File: src/rtl/pac_pkg.sv
// Shared direction encodings, game-phase type and grid constants for the pac-man
// movement controller.
package pac_pkg;

    localparam logic [3:0] DIR_NONE  = 4'b0000;
    localparam logic [3:0] DIR_UP    = 4'b0001;
    localparam logic [3:0] DIR_DOWN  = 4'b0010;
    localparam logic [3:0] DIR_LEFT  = 4'b0100;
    localparam logic [3:0] DIR_RIGHT = 4'b1000;

    localparam int GRID_MAX_DEF = 4;
    // Row stride of the wall bitmap (bit index y*5+x) and its total size.
    localparam int MAP_STRIDE   = 5;
    localparam int MAP_CELLS    = 25;

    typedef enum logic [1:0] {
        IDLE  = 2'd0,
        RUN   = 2'd1,
        PAUSE = 2'd2,
        OVER  = 2'd3
    } game_state_t;

    function automatic logic [3:0] dir_reverse(input logic [3:0] dir);
        logic [3:0] rev;
        rev = DIR_NONE;
        case (dir)
            DIR_UP:    rev = DIR_DOWN;
            DIR_DOWN:  rev = DIR_UP;
            DIR_LEFT:  rev = DIR_RIGHT;
            DIR_RIGHT: rev = DIR_LEFT;
            default:   rev = DIR_NONE;
        endcase
        return rev;
    endfunction

    function automatic logic is_onehot4(input logic [3:0] v);
        return (v != 4'b0000) && ((v & (v - 4'b0001)) == 4'b0000);
    endfunction

endpackage

File: src/rtl/pac_tick_gen.sv
// Step-tick divider: counts enabled cycles and pulses o_tick for one cycle on the
// last count of every TICK_DIV-cycle interval.
module pac_tick_gen #(
    parameter int TICK_DIV = 25_000_000
) (
    input  logic i_clk,
    input  logic i_rst,
    input  logic i_en,
    input  logic i_clr,
    output logic o_tick
);

    localparam int CNT_W = (TICK_DIV > 2) ? $clog2(TICK_DIV) : 1;
    localparam logic [CNT_W-1:0] CNT_LAST = CNT_W'(TICK_DIV - 1);

    logic [CNT_W-1:0] cnt_q;
    logic [CNT_W-1:0] cnt_d;

    assign o_tick = i_en && (cnt_q == CNT_LAST);

    // Clear wins over enable; a disabled counter simply holds its value.
    always_comb begin
        cnt_d = cnt_q;
        if (i_clr) begin
            cnt_d = '0;
        end else if (i_en) begin
            cnt_d = o_tick ? '0 : cnt_q + 1'b1;
        end
    end

    always_ff @(posedge i_clk) begin
        if (i_rst) begin
            cnt_q <= '0;
        end else begin
            cnt_q <= cnt_d;
        end
    end

endmodule

File: src/rtl/pac_move_ctrl.sv
// Pac-man movement sequencer: game-phase FSM, turn buffer, wall/edge legality and
// one-hot move issue per step tick. Optional auto-turn search: PAC_AUTO_TURN_EN.
module pac_move_ctrl
    import pac_pkg::*;
#(
    parameter int          TICK_DIV = 25_000_000,
    parameter int          GRID_MAX = GRID_MAX_DEF,
    parameter logic [24:0] WALL_MAP = 25'd0
) (
    input  logic       i_clk,
    input  logic       i_rst,
    input  logic       i_start,
    input  logic       i_pause,
    input  logic [3:0] i_key,
    input  logic       i_hit,
    input  logic [2:0] i_pos_x,
    input  logic [2:0] i_pos_y,
    output logic [3:0] o_command,
    output logic [1:0] o_state,
    output logic [3:0] o_dir,
    output logic [7:0] o_steps
);

    game_state_t state_q, state_d;
    logic [3:0]  cmd_q, cmd_d;
    logic [3:0]  dir_q, dir_d;
    logic [3:0]  buf_q, buf_d;
    logic [7:0]  steps_q, steps_d;

    logic        tick;
    logic        tick_en;
    logic        tick_clr;
    logic        clr_game;
    logic        on_grid;
    logic [3:0]  ok_vec;
    logic [3:0]  auto_dir;
    int          px;
    int          py;

    // Out-of-map cells read as walls so no index ever leaves the bitmap.
    function automatic logic wall_at(input int x, input int y);
        int idx;
        idx = y * MAP_STRIDE + x;
        if (idx < 0 || idx >= MAP_CELLS) begin
            return 1'b1;
        end
        return WALL_MAP[idx[4:0]];
    endfunction

    function automatic logic dir_legal(input logic [3:0] dir, input logic [3:0] ok);
        return (dir != DIR_NONE) && ((dir & ok) == dir);
    endfunction

    // The counter only runs while the game stays in RUN across the edge, so a pause
    // or hit landing on the tick cycle freezes it and no command is issued.
    assign tick_en  = (state_q == RUN) && (state_d == RUN);
    assign tick_clr = (state_d == IDLE) || (state_d == OVER);

    pac_tick_gen #(
        .TICK_DIV (TICK_DIV)
    ) u_tick_gen (
        .i_clk  (i_clk),
        .i_rst  (i_rst),
        .i_en   (tick_en),
        .i_clr  (tick_clr),
        .o_tick (tick)
    );

    // Bounds are tested before the neighbour coordinate is formed, so no 3-bit wrap.
    always_comb begin
        px      = int'(i_pos_x);
        py      = int'(i_pos_y);
        on_grid = (px <= GRID_MAX) && (py <= GRID_MAX);
        ok_vec  = DIR_NONE;
        ok_vec[0] = on_grid && (py > 0)        && !wall_at(px, py - 1);
        ok_vec[1] = on_grid && (py < GRID_MAX) && !wall_at(px, py + 1);
        ok_vec[2] = on_grid && (px > 0)        && !wall_at(px - 1, py);
        ok_vec[3] = on_grid && (px < GRID_MAX) && !wall_at(px + 1, py);
    end

`ifdef PAC_AUTO_TURN_EN
    logic [3:0] auto_cand;

    // Search order up, right, down, left; never reverse the current heading.
    always_comb begin
        auto_cand = ok_vec & ~dir_reverse(dir_q);
        auto_dir  = DIR_NONE;
        if (auto_cand[0]) begin
            auto_dir = DIR_UP;
        end else if (auto_cand[3]) begin
            auto_dir = DIR_RIGHT;
        end else if (auto_cand[1]) begin
            auto_dir = DIR_DOWN;
        end else if (auto_cand[2]) begin
            auto_dir = DIR_LEFT;
        end
    end
`else
    assign auto_dir = DIR_NONE;
`endif

    always_comb begin
        state_d = state_q;
        cmd_d   = DIR_NONE;
        dir_d   = dir_q;
        buf_d   = buf_q;
        steps_d = steps_q;

        case (state_q)
            IDLE:    if (i_start) state_d = RUN;
            RUN:     if (i_hit) state_d = OVER; else if (i_pause) state_d = PAUSE;
            PAUSE:   if (i_hit) state_d = OVER; else if (i_pause) state_d = RUN;
            OVER:    if (i_start) state_d = IDLE;
            default: state_d = IDLE;
        endcase

        clr_game = i_start && ((state_q == IDLE) || (state_q == OVER));
        if (clr_game) begin
            dir_d   = DIR_NONE;
            buf_d   = DIR_NONE;
            steps_d = 8'd0;
        end

        if (tick) begin
            if (dir_legal(buf_q, ok_vec)) begin
                dir_d = buf_q;
                cmd_d = buf_q;
                buf_d = DIR_NONE;
            end else if (dir_legal(dir_q, ok_vec)) begin
                cmd_d = dir_q;
            end else if (auto_dir != DIR_NONE) begin
                dir_d = auto_dir;
                cmd_d = auto_dir;
            end
        end

        if (cmd_d != DIR_NONE && steps_q != 8'hFF) begin
            steps_d = steps_q + 8'd1;
        end

        // A key on the tick cycle lands here, after the tick already used the old buffer.
        if (is_onehot4(i_key) && state_q != OVER) begin
            buf_d = i_key;
        end
    end

    always_ff @(posedge i_clk) begin
        if (i_rst) begin
            state_q <= IDLE;
            cmd_q   <= DIR_NONE;
            dir_q   <= DIR_NONE;
            buf_q   <= DIR_NONE;
            steps_q <= 8'd0;
        end else begin
            state_q <= state_d;
            cmd_q   <= cmd_d;
            dir_q   <= dir_d;
            buf_q   <= buf_d;
            steps_q <= steps_d;
        end
    end

    assign o_command = cmd_q;
    assign o_state   = state_q;
    assign o_dir     = dir_q;
    assign o_steps   = steps_q;

endmodule
File: config.mk
export PLATFORM = sky130hd
export DESIGN_NAME = pac_move_ctrl
export DESIGN_NICKNAME = d
export VERILOG_FILES = /design/src/rtl/pac_pkg.sv /design/src/rtl/pac_tick_gen.sv /design/src/rtl/pac_move_ctrl.sv
export SDC_FILE = /design/constraint.sdc
export NUM_CORES = 1
export LEC_CHECK = 0
export BUFFER_PORTS_ARGS = -buffer_cell sky130_fd_sc_hd__buf_2
export CORE_MARGIN = 2
export CORE_UTILIZATION = 50
export CTS_CLUSTER_SIZE = 25
export DETAILED_ROUTE_END_ITERATION = 10
export HOLD_SLACK_MARGIN = 0.08
export PLACE_DENSITY = 0.76
export SKIP_CTS_REPAIR_TIMING = 1
export SYNTH_ARGS = -nofsm -noshare
export SYNTH_HDL_FRONTEND = slang
export SYNTH_SLANG_ARGS = --single-unit
export TNS_END_PERCENT = 20
File: constraint.sdc
create_clock -name i_clk -period 12.28 [get_ports i_clk]
set_input_delay 2.456 -clock i_clk [delete_from_list [all_inputs] [get_ports i_clk]]
set_output_delay 2.456 -clock i_clk [all_outputs]
set_load 0.1 [all_outputs]
After elaboration in Yosys (flattened, before gate mapping)
Memory sizes are Yosys's and may differ from the RTL's.
Index checks and enable logic that the tools add are counted.
{ "totals": {"reg_bits": 47, "romBits": 128, "inputBits": 15, "output_inout_bits": 18, "elab_cells": 127, "memories": 4} }
{ "op_classes": {"n_addsub": 11, "multipliers": 3, "magnitude_cmp": 18, "eq_ne": 10, "n_mux": 36, "bitwise_logic": 3, "reduce_logical": 36} }
{ "memory_table": {"columns": ["name", "depth", "word_bits", "rd", "rd_ports_with_merged_regs", "write_ports", "line_no", "rtl"], "rows": [
  ["(no name shown)", 32, 1, 1, 0, 0, "pac_move_ctrl.sv:47", "return WALL_MAP[idx[4:0]];"],
  ["(no name shown)", 32, 1, 1, 0, 0, "pac_move_ctrl.sv:47", null],
  ["(no name shown)", 32, 1, 1, 0, 0, "pac_move_ctrl.sv:47", null],
  ["(no name shown)", 32, 1, 1, 0, 0, "pac_move_ctrl.sv:47", null]
]} }
{ "op_table": {"columns": ["operator", "count"], "rows": [
  ["$mux W4", 10],
  ["$ge A32 B6 Y1 const B", 1],
  ["$lt A32 B1 Y1 const B", 1],
  ["$add A25 B1 Y25 const B", 1],
  ["$eq A25 B25 Y1 const B", 1],
  ["$mux W25", 1],
  ["$lt A5 B6 Y1 const B", 4],
  ["$logic_and A1 B1 Y1", 17],
  ["$mux W1", 16],
  ["$mux W8", 2],
  ["$reduce_bool A4 Y1", 4],
  ["$and A4 B4 Y4", 3],
  ["$mux W2", 6],
  ["$add A8 B4 Y9", 1],
  ["$ge A9 B6 Y1 const B", 1],
  ["$lt A9 B1 Y1 const B", 1],
  ["$add A3 B1 Y4 const B", 2],
  ["$add A7 B3 Y8", 1],
  ["$add A7 B4 Y8", 1],
  ["$add A8 B1 Y8 const B", 1],
  ["$eq A4 B4 Y1", 2],
  ["$ge A8 B5 Y1 const B", 1],
  ["$lt A8 B1 Y1 const B", 1],
  ["$mul A4 B4 Y8 const B", 1],
  ["21 further kinds", 37]
]} }

Longest topological paths before layout
{ "depth": {"ltp_word": 18, "depth_mapped": 17, "mapped_depth_nobuf": 17} }

By module
A second synthesis with hierarchy kept.
{ "unflattened": {"cells_unflattened": 441, "hier_area_um2": 3689.8} }
{ "modules_own_cells": {"columns": ["module", "instances", "cells_each", "area_per_inst_um2", "seq_area_each_um2"], "rows": [
  ["pac_move_ctrl", 1, 297, 2427.3, 440.4],
  ["pac_tick_gen", 1, 144, 1262.5, 500.5]
]} }

Least setup slack after synthesis
OpenSTA, ideal clock, no wires.
{ "synth_timing": {"path_type": "input to register", "from": "in i_pos_y[0]", "to": "reg steps_q[1] (netlist: o_steps[1])", "setup_time_ps": 62, "t_arrival_ps": 6077, "t_required_ps": 12218, "path_slack_ps": 6140, "stages": 17, "path_buffers": 0, "cell_sequence": "inv_1 -> ha_1 -> ha_1 -> inv_1 -> ha_1 -> ha_1 -> inv_1 -> fa_1 -> nor2b_1 -> o21ai_1 -> mux2i_1 -> o41ai_1 -> o41ai_1 -> a2111oi_4 -> a21oi_2 -> or4b_1 -> nand2_1"} }
{ "synth_between": {"elab_chain_cells": 18, "elab_cells_between_ends": 66, "classes_between": "6 x add/sub; 3 x mul; 11 x order compare; 2 x eq/ne; 16 x mux; 2 x bitwise; 22 x reduce/logical; 4 x memory"} }
{ "synth_rtl": {"columns": ["element", "line_no", "rtl"], "rows": [
  ["from (decl)", "pac_move_ctrl.sv:17", "input logic [2:0] i_pos_y,"],
  ["$sub A3 B1 Y4 / $add A3 B1 Y4 (equally long branches)", "pac_move_ctrl.sv:75, pac_move_ctrl.sv:76", null],
  ["$mul A4 B4 Y8 / $mul A4 B3 Y7 (equally long branches)", "pac_move_ctrl.sv:43", "idx = y * MAP_STRIDE + x;"],
  ["$add A8 B4 Y9 / $add A7 B3 Y8 (equally long branches)", "pac_move_ctrl.sv:43", null],
  ["$lt A9 B1 Y1 (tied with other cells)", "pac_move_ctrl.sv:44", "if (idx < 0 || idx >= MAP_CELLS) begin"],
  ["$logic_or A1 B1 Y1", "pac_move_ctrl.sv:44", null],
  ["$mux W1", "pac_move_ctrl.sv:44", null],
  ["$mux W1", "pac_move_ctrl.sv:47", null],
  ["$logic_not A1 Y1 (on tied branches)", "pac_move_ctrl.sv:75, pac_move_ctrl.sv:76", null],
  ["[... 2 more ...]", null, null],
  ["$eq A4 B4 Y1", "pac_move_ctrl.sv:51", "return (dir != DIR_NONE) && ((dir & ok) == dir);"],
  ["$logic_and A1 B1 Y1", "pac_move_ctrl.sv:51", null],
  ["$mux W4", "pac_move_ctrl.sv:129", "end else if (dir_legal(dir_q, ok_vec)) begin"],
  ["$mux W4 *", "pac_move_ctrl.sv:125", "if (dir_legal(buf_q, ok_vec)) begin"],
  ["$mux W4 *", "pac_move_ctrl.sv:124", "if (tick) begin"],
  ["$reduce_bool A4 Y1 *", "pac_move_ctrl.sv:137", "if (cmd_d != DIR_NONE && steps_q != 8'hFF) begin"],
  ["$logic_and A1 B1 Y1 *", "pac_move_ctrl.sv:137", null],
  ["$mux W8 / $reduce_bool A2 Y1 (equally long branches)", null, null],
  ["to (signal assigned)", "pac_move_ctrl.sv:159", "steps_q <= steps_d;"],
  ["to (decl)", "pac_move_ctrl.sv:28", "logic [7:0] steps_q, steps_d;"]
]} }
Mark *: on every way between the ends. The rest lies on a longest branch, timed or not. The select of a mux whose other input is x is not followed.
A chain may end at the register's enable or synchronous reset.

Final worst setup path
{ "layout_timing": {"from": "in i_pos_y[1]", "to": "reg buf_q[3]"} }
{ "layout_between": {"elab_chain_cells": 15, "elab_cells_between_ends": 59, "classes_between": "6 x add/sub; 3 x mul; 11 x order compare; 1 x eq/ne; 15 x mux; 1 x bitwise; 18 x reduce/logical; 4 x memory"} }
{ "layout_rtl": {"columns": ["element", "line_no", "rtl"], "rows": [
  ["$sub A3 B1 Y4 / $add A3 B1 Y4 (equally long branches)", "pac_move_ctrl.sv:75, pac_move_ctrl.sv:76", null],
  ["$mul A4 B4 Y8 / $mul A4 B3 Y7 (equally long branches)", "pac_move_ctrl.sv:43", null],
  ["$add A8 B4 Y9 / $add A7 B3 Y8 (equally long branches)", "pac_move_ctrl.sv:43", null],
  ["$lt A9 B1 Y1 (tied with other cells)", "pac_move_ctrl.sv:44", null],
  ["$logic_or A1 B1 Y1", "pac_move_ctrl.sv:44", null],
  ["$mux W1", "pac_move_ctrl.sv:44", null],
  ["$mux W1", "pac_move_ctrl.sv:47", null],
  ["$logic_not A1 Y1 (on tied branches)", "pac_move_ctrl.sv:75, pac_move_ctrl.sv:76", null],
  ["$logic_and A1 B1 Y1 (on tied branches)", "pac_move_ctrl.sv:75, pac_move_ctrl.sv:76", null],
  ["$and A4 B4 Y4 *", "pac_move_ctrl.sv:51", null],
  ["$eq A4 B4 Y1 *", "pac_move_ctrl.sv:51", null],
  ["$logic_and A1 B1 Y1 *", "pac_move_ctrl.sv:51", null],
  ["$mux W4 *", "pac_move_ctrl.sv:125", null],
  ["$mux W4 *", "pac_move_ctrl.sv:124", null],
  ["$mux W4 *", "pac_move_ctrl.sv:142", "if (is_onehot4(i_key) && state_q != OVER) begin"],
  ["to (signal assigned)", "pac_move_ctrl.sv:158", "buf_q <= buf_d;"],
  ["to (decl)", "pac_move_ctrl.sv:27", "logic [3:0] buf_q, buf_d;"]
]} }
Marks and branches as above.

==> run summary <==
- 560 — number of instances in the placed design
- 0 — MaxCap Viol Count
- 0.389 — worst slew margin relative to its limit
- 0 — Final ANT Viol Nets
- 6580 ps — arrival time at the worst endpoint
- no — setup repair after global routing missed its margin
- built — CTS tree
- 89.6 nW/um^2 — power per cell area
- 5880 ps — final worst setup slack
- 0.521 — share of the cycle needed by the critical path after routing
- 0.117 — layout cell share with drive strength beyond 1
- 13 — R2R depth
- 904 ps — transition at the pin with the smallest max-transition slack
- 2 — worst-case clock buffer depth
- 4 — detailed-routing iteration count for the pre-antenna-repair pass
- 89.3 um — horizontal die dimension
- i_pos_y[1] — source of the critical timing path
- 60 x sky130_fd_sc_hd__nor2_1, 49 x sky130_fd_sc_hd__ha_1, 47 x sky130_fd_sc_hd__dfxtp_1 — top post-synthesis cells by count
- 7.25 ps — Final Skew
- 2 — Hold Path Stages
- 0 — grt total ovfl
- 0 — number of antenna violations at the first check in global routing
- 0 — final-report hold violation count
- 568 — post-layout instance count excluding filler cells
- 13.4 um — per-cell routed wire length
- 83 — DR iter-0 viols
- 7970 sq um — Die ar.
- 9.77% — Layout Area Growth over Synthesis
- 0 — EDFF count, synth
- 0 — Setup Viol. Count Final
- 0.0786 mV — peak ir drop on the vdd network
- 5570 ps — pre-CTS setup slack
- 3640 sq um — area of the mapped netlist
- 7140 sq um — placeable core area
- 435 — Gate Count Post-Synth
- 0 — fraction of registers with async set/reset
- 28 — largest net degree at the start of global routing
- 33 — number of primary I/O pins
- 0.259 — post-synthesis sequential area ratio
- 156 MHz — Max Clk Rate
- 0.559 — utilization after layout
- 0.204 — GRT Total Usage
- 493 ps — Hold Slack
- sky130_fd_sc_hd__nor2_1 — count leader, synth
- 2 — CTS H-Tree Depth
- sky130_fd_sc_hd__dfxtp_1 — Synth Flop Type
- 0 — count of final max-slew check failures
- flop — endpoint kind of the worst setup timing path
- 5.65 — post-DR vias/cell
- 47 — FF+latch count, synth
- 1.65 nW — Lkg Pwr
- 690 — Fill cells
- 300 ps — source-to-sink clock delay at the later pin of the worst-skew pair
- 10 — maximum fanout along the worst path
- 6400 ps — minimum clock period
- 90 ps — clock transition at the register clock pins on the worst setup and hold paths after CTS
- u_tick_gen.cnt_q[1]$_SDFFE_PP0P_ — Hold EP
- 47 — clock sinks
- flop to flop — worst hold path class
- 31 — Row Count
- 89.3 um — die boundary height
- 0.874 — Final Wtd Congestion
- 13,200 um — first-pass GRT wire length
- 0 — DRC violation count after routing
- o_state[0]$_SDFF_PP0_ — startpoint of the most critical register-to-register path
- sky130_fd_sc_hd__dfxtp_1 — cell type with the highest aggregate area in the netlist
- input pin to flop — Setup Crit Path Kind
- input pin — Startpoint Class
- 503 — net count after synthesis
- 2,978 — via count of the first global-routing pass
- sky130_fd_sc_hd__dfxtp_1 26%, sky130_fd_sc_hd__ha_1 17%, sky130_fd_sc_hd__nor2_1 6.2%, sky130_fd_sc_hd__xor2_1 4.8%, sky130_fd_sc_hd__inv_1 3.1% — cell types occupying the most area after synthesis
- sky130_fd_sc_hd__clkbuf_8 — root buffer selected by CTS
- u_tick_gen.cnt_q[1]$_SDFFE_PP0P_ — hold path start
- o_steps[1]$_SDFFE_PP0P_ — worst reg2reg endpoint
- 12,460 ps — CP Data Required Time
- 5 — Inserted Clock Buffers
- 536 — fin nets
- 3,208 — vias after detailed routing
- 0 ps — Sum Neg Setup Slack
- 32 — IO Port Bufs
- 0 — warning count from the yosys run
- 0.259 — proportion of netlist area held by the largest area contributor
- 0.510 — effective utilization at floorplan
- 6060 um — half-perimeter wire length of the detailed placement result
- 8.36 sq um — Avg Inst Size Synth
- 60 — post-synth cell types
- 0 — Inserted Diodes
- finished clean — outcome
- 8670 ps — setup slack on the worst flop-to-flop path
- 7610 um — aggregate routed wire length
metrics by stage:
step           instance area [sq um]  total power (W)
6_report                        3990         0.000358
5_1_grt                         3990         0.000383
4_1_cts                         3990         0.000360
3_5_place_dp                    3900         0.000265
3_3_place_gp                    3900         0.000261
2_1_floorplan                   3640         0.000242
state kept, by name, indices dropped and copies added (netlist names):
register and cells:
u_tick_gen.cnt_q 25, buf_q 4, o_dir 4, o_steps 8, o_command 4, o_state 2
cells in the final DEF, fill, tap and decap left out, types with 14 or more instances in the layout:
master	synthesis	final
sky130_fd_sc_hd__nor2_1	60	60
sky130_fd_sc_hd__nand2_1	23	23
sky130_fd_sc_hd__buf_2	0	32
sky130_fd_sc_hd__dfxtp_1	47	47
sky130_fd_sc_hd__nor3_1	15	15
sky130_fd_sc_hd__a21oi_1	14	14
sky130_fd_sc_hd__ha_1	49	49
sky130_fd_sc_hd__nand3_1	16	16
sky130_fd_sc_hd__inv_1	30	30
sky130_fd_sc_hd__xor2_1	20	20
metal layers:
layer  GRT usage  share of wire  wire length (um)  up-vias
met2       0.349           0.49              3720       48
met1       0.264           0.47              3600     1509
met3      0.0305          0.024               184       10
li1            -              -                 -     1641
met4      0.0678          0.014               104        0
met5           0              0                 0        -
worst max-delay path, cell delays in order:
cell	delay [ps]
sky130_fd_sc_hd__buf_2	150
sky130_fd_sc_hd__inv_1	130
sky130_fd_sc_hd__ha_1	230
sky130_fd_sc_hd__ha_1	320
sky130_fd_sc_hd__inv_1	50
sky130_fd_sc_hd__ha_1	270
sky130_fd_sc_hd__ha_1	300
sky130_fd_sc_hd__inv_1	60
sky130_fd_sc_hd__fa_1	490
sky130_fd_sc_hd__nor2b_1	150
sky130_fd_sc_hd__o21ai_1	80
sky130_fd_sc_hd__mux2i_1	140
sky130_fd_sc_hd__o41ai_1	480
sky130_fd_sc_hd__o2111ai_1	240
sky130_fd_sc_hd__a211oi_2	580
sky130_fd_sc_hd__nor3_1	210
sky130_fd_sc_hd__a22oi_1	180
sky130_fd_sc_hd__nor2_1	60
report_power, final:
| part | internal (W) | switching [W] |
|---|---|---|
| clock network | 0.0000407 | 0.0000540 |
| logic | 0.0000418 | 0.0000652 |
| registers | 0.000154 | 0.00000217 |
how the worst max path moves through the flow:
stage | to | slack (ps) | cells after the start
finish | buf_q[3]$_SDFF_PP0_ | 5880 | 18
global route | o_dir[0]$_SDFF_PP0_ | 5490 | 18
CTS | buf_q[3]$_SDFF_PP0_ | 5890 | 18
detailed placement | buf_q[3]$_SDFF_PP0_ | 5570 | 18
global placement | buf_q[1]$_SDFF_PP0_ | 5780 | 18
floorplan | o_steps[1]$_SDFFE_PP0P_ | 6140 | 17
area by class of cell:
cell class	count	area, sq um	area share
clock buffers	5	68.8	0.0172
clock inverters	3	25.0	0.00627
inverters	31	116	0.0291
multi-input cells	351	2560	0.641
flip-flops and latches	47	941	0.236
well taps	99	124	0.0310
repair buffers	32	160	0.0401
cells by family after synthesis:
kind of cell / synth area share
flip-flops: 0.259
AO/OA/AOI/OAI: 0.186
buffers and inverters: 0.0382
XOR/XNOR: 0.0771
AND/OR/NAND/NOR: 0.244
multiplexers: 0.00550
adder cells (fa/ha/maj): 0.191
Note: power is estimated with default switching activity, not from simulation.
